File: src/rtl/rvfi_commit_buffer.sv
// RVFI commit buffer: compacts multi-port retire/trap records into a FIFO and
// replays them one per cycle in program order, tagged with a retirement order number.

package rvfi_pkg;
  typedef struct packed {
    logic        valid;
    logic        trap;
    logic [31:0] insn;
    logic [63:0] pc_rdata;
    logic [63:0] pc_wdata;
    logic [4:0]  rd_addr;
    logic [63:0] rd_wdata;
  } rvfi_instr_t;
endpackage

module rvfi_commit_buffer
  import rvfi_pkg::*;
#(
  parameter int unsigned NR_COMMIT_PORTS = 2,
  parameter int unsigned DEPTH           = 8
) (
  input  logic                     clk_i,
  input  logic                     rst_ni,
  input  rvfi_instr_t              rvfi_i [NR_COMMIT_PORTS],
  output rvfi_instr_t              rvfi_o,
  output logic                     valid_o,
  input  logic                     ready_i,
  output logic [63:0]              order_o,
  output logic [$clog2(DEPTH):0]   count_o,
  output logic                     overflow_o,
  output logic [31:0]              drop_cnt_o
);

  localparam int unsigned PW = $clog2(DEPTH);
  localparam int unsigned CW = PW + 1;
  localparam logic [CW-1:0] CNT_ONE   = CW'(1'b1);
  localparam logic [CW-1:0] CNT_DEPTH = CW'(DEPTH);

  rvfi_instr_t   mem_r [DEPTH];
  logic [PW-1:0] wp_r;
  logic [PW-1:0] rp_r;
  logic [CW-1:0] count_r;
  logic [63:0]   order_r;
  logic          overflow_r;
  logic [31:0]   drop_cnt_r;

  logic [CW-1:0] free_s;
  logic [CW-1:0] pushed_s;
  logic [31:0]   dropped_s;
  logic          we_s    [NR_COMMIT_PORTS];
  logic [PW-1:0] waddr_s [NR_COMMIT_PORTS];
  logic          pop_s;
  logic [32:0]   drop_sum_s;
  logic [31:0]   drop_cnt_next_s;

  // Compact active ports into consecutive slots; space is judged before any same-cycle pop.
  always_comb begin
    free_s    = CNT_DEPTH - count_r;
    pushed_s  = '0;
    dropped_s = 32'd0;
    for (int i = 0; i < int'(NR_COMMIT_PORTS); i++) begin
      we_s[i]    = 1'b0;
      waddr_s[i] = wp_r + pushed_s[PW-1:0];
      if (rvfi_i[i].valid | rvfi_i[i].trap) begin
        if (pushed_s < free_s) begin
          we_s[i]  = 1'b1;
          pushed_s = pushed_s + CNT_ONE;
        end else begin
          dropped_s = dropped_s + 32'd1;
        end
      end else begin
        we_s[i] = 1'b0;
      end
    end
    pop_s           = (count_r != '0) & ready_i;
    drop_sum_s      = {1'b0, drop_cnt_r} + {1'b0, dropped_s};
    drop_cnt_next_s = drop_sum_s[32] ? 32'hFFFF_FFFF : drop_sum_s[31:0];
  end

  // Record storage.
  always_ff @(posedge clk_i or negedge rst_ni) begin
    if (!rst_ni) begin
      for (int j = 0; j < int'(DEPTH); j++) begin
        mem_r[j] <= '0;
      end
    end else begin
      for (int i = 0; i < int'(NR_COMMIT_PORTS); i++) begin
        if (we_s[i]) begin
          mem_r[waddr_s[i]] <= rvfi_i[i];
        end
      end
    end
  end

  // Pointers and occupancy; full/empty come from count_r alone.
  always_ff @(posedge clk_i or negedge rst_ni) begin
    if (!rst_ni) begin
      wp_r    <= '0;
      rp_r    <= '0;
      count_r <= '0;
    end else begin
      wp_r    <= wp_r + pushed_s[PW-1:0];
      rp_r    <= rp_r + {{(PW-1){1'b0}}, pop_s};
      count_r <= count_r + pushed_s - {{PW{1'b0}}, pop_s};
    end
  end

  // Retirement order counts only valid records; trap-only records leave it unchanged.
  always_ff @(posedge clk_i or negedge rst_ni) begin
    if (!rst_ni) begin
      order_r <= 64'd0;
    end else if (pop_s && mem_r[rp_r].valid) begin
      order_r <= order_r + 64'd1;
    end
  end

  // Sticky overflow flag and saturating drop counter.
  always_ff @(posedge clk_i or negedge rst_ni) begin
    if (!rst_ni) begin
      overflow_r <= 1'b0;
      drop_cnt_r <= 32'd0;
    end else begin
      if (dropped_s != 32'd0) begin
        overflow_r <= 1'b1;
      end
      drop_cnt_r <= drop_cnt_next_s;
    end
  end

  // Head record is read combinationally and forced to zero when empty.
  always_comb begin
    valid_o = (count_r != '0);
    if (valid_o) begin
      rvfi_o = mem_r[rp_r];
    end else begin
      rvfi_o = '0;
    end
  end

  assign order_o    = order_r;
  assign count_o    = count_r;
  assign overflow_o = overflow_r;
  assign drop_cnt_o = drop_cnt_r;

endmodule

File: config.mk
export PLATFORM = sky130hd
export DESIGN_NAME = rvfi_commit_buffer
export DESIGN_NICKNAME = d
export VERILOG_FILES = /design/src/rtl/rvfi_commit_buffer.sv
export SDC_FILE = /design/constraint.sdc
export NUM_CORES = 2
export LEC_CHECK = 0
export CAP_MARGIN = 40
export CORE_MARGIN = 5
export CORE_UTILIZATION = 35
export DETAILED_ROUTE_END_ITERATION = 10
export GPL_ROUTABILITY_DRIVEN = 0
export GPL_TIMING_DRIVEN = 0
export PLACE_DENSITY = 0.63
export SLEW_MARGIN = 10
export SYNTH_ARGS = -nofsm -noshare
export SYNTH_HDL_FRONTEND = slang
export SYNTH_SLANG_ARGS = --single-unit
File: constraint.sdc
create_clock -name clk_i -period 10.5 [get_ports clk_i]
set_input_delay 2.1 -clock clk_i [delete_from_list [all_inputs] [get_ports clk_i]]
set_output_delay 2.1 -clock clk_i [all_outputs]
set_load 0.05 [all_outputs]
==> impl_metrics.toml <==
[run_status]
status = "complete, no violations"

[detailed_routing]
highest_layer = "met5"
dr.pass1.iters = 6
wl_per_cell_um = 27.4
route.met2.wl_um = 181000
met1_length_um = 166000
drc_errors = 0
vias_per_cell = 5.67
met3_length_um = 44300
drtAntennaViolNets = 0
first_iter_violations = 9461
vias = 85200
wl_um = 412000

[finish]
final_cells = 15000
drive_gt1_share_pct = 14.2
fillCellCount = 29100
area_growth_pct = 16.8
final_nets = 11300

[cts]
hold_buffers = 0
cts_tree = "done"
htreeDepth = 4
clk_pin_slew_worst_paths_ns = 0.06
clock_path_buffers = 4
cts_resized = 0
postCtsSetupRepairBufs = 0
cts_num_sinks = 1955
clk_latency_ns = 0.87
cts_inserted_buffers = 222
cts-root-buf = "clkbuf_16"

[setup_path]
cp.required_ns = 8.40
end_kind = "output pin"
critPathLaunchType = "flop"
crit_path_max_fanout = 11
path_class = "flop to output pin"
worstPathArrival_ns = 5.23

[synthesis]
yosysSeqAreaShare_pct = 46.1
synth_fp_nets = 10600
synth_area_um2 = 106000
avgSynthCellArea_um2 = 10.5
synth-seq-cells = 1955
synth_edf_count = 0
async_flop_share_pct = 100
synth_cell_types = 52
synth_ff_type = "dfrtp_1"
synthTopCellsByArea = "dfrtp_1, mux2i_1, mux4_2"
yosysTopAreaCellShare_pct = 46.1
syn-instance-count = 10100
yosys_warnings = 0
yosysTopAreaCell = "dfrtp_1"

[timing]
worstMarginPinSlew_ns = 1.00
final.setup_skew_ns = 0.0349
rsz0062_at_grt = "no"
fin_crit_sh_pct = 69.8
final_hold_viol_count = 0
max_freq_ghz = 0.137
setup_viol = 0
fin_setup_tns_ns = 0
final_max_slew_viol_count = 0
period_needed_ns = 7.33
relSlewSlack_pct = 33.1
hold_slack_ns = 0.479

[die]
die_width_um = 561
die_h_um = 561
rows = 202
start_util_pct = 35.1
top_level_ports = 798
core_area_um2 = 303000
dieArea_um2 = 314000

[power_and_ir_drop]
p_per_area_nw_per_um2 = 403
leakage_nw = 60.6
peakVddDrop_mv = 0.516

[global_route]
grt.total_usage_pct = 25.3
antenna_found_initial = 149
grt.overflow.total = 0
grt_start_max_net_pins = 155
grt_pass1_wl_um = 598000
grt_pass1_vias = 84600

[worst_hold_path]
hp-class = "flop to flop"

[placement]
dp.final_hpwl_um = 286000
port_buffers = 340
placedCellCount = 14500

[job]
cap_violations = 0
## sequential cells by signal, indices dropped and copies added, names as in the netlist
register,count
count_o,4
drop_cnt_o,32
mem_r,1848
order_o,64
overflow_o,1
rp_r,3
wp_r,3
## per-stage QoR
| step | utilization (%) | total power, mW | cell area (um^2) | setup slack (ns) |
|---|---|---|---|---|
| final | 41.0 | 50.0 | 124000 | 3.17 |
| after floorplan | - | 31.2 | 106000 | 5.38 |
| after detailed placement | 38.3 | 41.5 | 116000 | 3.84 |
| after global routing | 40.9 | 52.5 | 124000 | 3.04 |
| after CTS | 40.9 | 49.8 | 124000 | 3.13 |
| after global placement | 37.9 | 41.0 | 115000 | -87.44 |
## where the power goes
part / leakage, nW / total, mW / switching [mW] / internal [mW]
registers: 24.1 / 13.3 / 1.94 / 11.4
logic: 32.7 / 28.4 / 17.9 / 10.5
clock network: 3.80 / 8.29 / 3.44 / 4.85
## worst max-delay path, cell delays in order (launching register included)
cell	delay (ns)
dfrtp_1	0.42
buf_2	0.54
clkbuf_2	0.84
buf_2	0.54
mux4_2	0.57
mux2i_1	0.44
nor2_1	0.21
clkdlybuf4s50_1	0.76
## cells in the final DEF, fill, tap and decap left out, types with 33 or more instances in the layout
cell type        Yosys  routed
nor2_1             264     264
xor2_1              57      57
buf_1              191     191
mux4_2             462     462
o21ai_0           1183    1183
buf_2              358     358
dfrtp_1           1955    1955
buf_4              228     229
o21ai_1            667     667
clkbuf_16            0     224
clkinv_2             0      42
clkbuf_1           468     469
diode_2              0     106
mux2i_1           2061    2061
nand2_1           1926    1926
xnor2_1             33      33
inv_1               33      33
clkbuf_8             0      58
clkdlybuf4s50_1      0     339
clkbuf_2             0      37
## cells in the mapped netlist, types with 15 or more instances
library cell  instances
inv_1                33
o21ai_0            1183
nand3_1              30
buf_2               358
nor3_1               28
nor2_1              264
a2bb2oi_1            16
nand4_1              30
xor2_1               57
buf_4               228
dfrtp_1            1955
mux2i_1            2061
nor4_1               15
ha_1                 18
o21ai_1             667
xnor2_1              33
buf_1               191
nand2_1            1926
clkbuf_1            468
mux4_2              462
## path summary, 6_finish.rpt
| path | startpoint | to | slack [ns] | depth (start not counted) |
|---|---|---|---|---|
| min reg2reg | order_o[63] | order_o[63] | 0.48 | 1 |
| max reg2reg | count_o[1] | mem_r[152] | 5.34 | 15 |
| max in group asynchronous | rst_ni | mem_r[1243] | 5.02 | 7 |
| min in group asynchronous | rst_ni | order_o[17] | 1.13 | 1 |
| max | rp_r[0] | rvfi_o[150] | 3.17 | 7 |
| min | order_o[63] | order_o[63] | 0.48 | 1 |
## layout make-up
cell class | instances | area (um^2) | share of cell area (%)
diodes | 106 | 265 | 0.214
plain buffers | 1246 | 6030 | 4.87
clock buffers | 320 | 6550 | 5.28
clock inverters | 82 | 1130 | 0.913
inverters | 34 | 128 | 0.103
multi-input cells | 6896 | 51100 | 41.2
flip-flops and latches | 1955 | 48900 | 39.5
well taps | 3978 | 4980 | 4.01
repair buffers | 416 | 4860 | 3.92
## layer usage
layer	global-route usage, %	vias up
li1	-	36700
met1	33.5	43400
met2	37.5	4283
met3	8.17	802
met4	11.9	78
met5	0	-
## kinds of logic after synthesis
family	share of synthesized area, %
AND/OR/NAND/NOR	8.81
XOR/XNOR	0.742
buffers and inverters	5.76
multiplexers	29.3
AO/OA/AOI/OAI	9.04
adder cells (fa/ha/maj)	0.269
flip-flops	46.1
(Power assumes the default switching activity.)
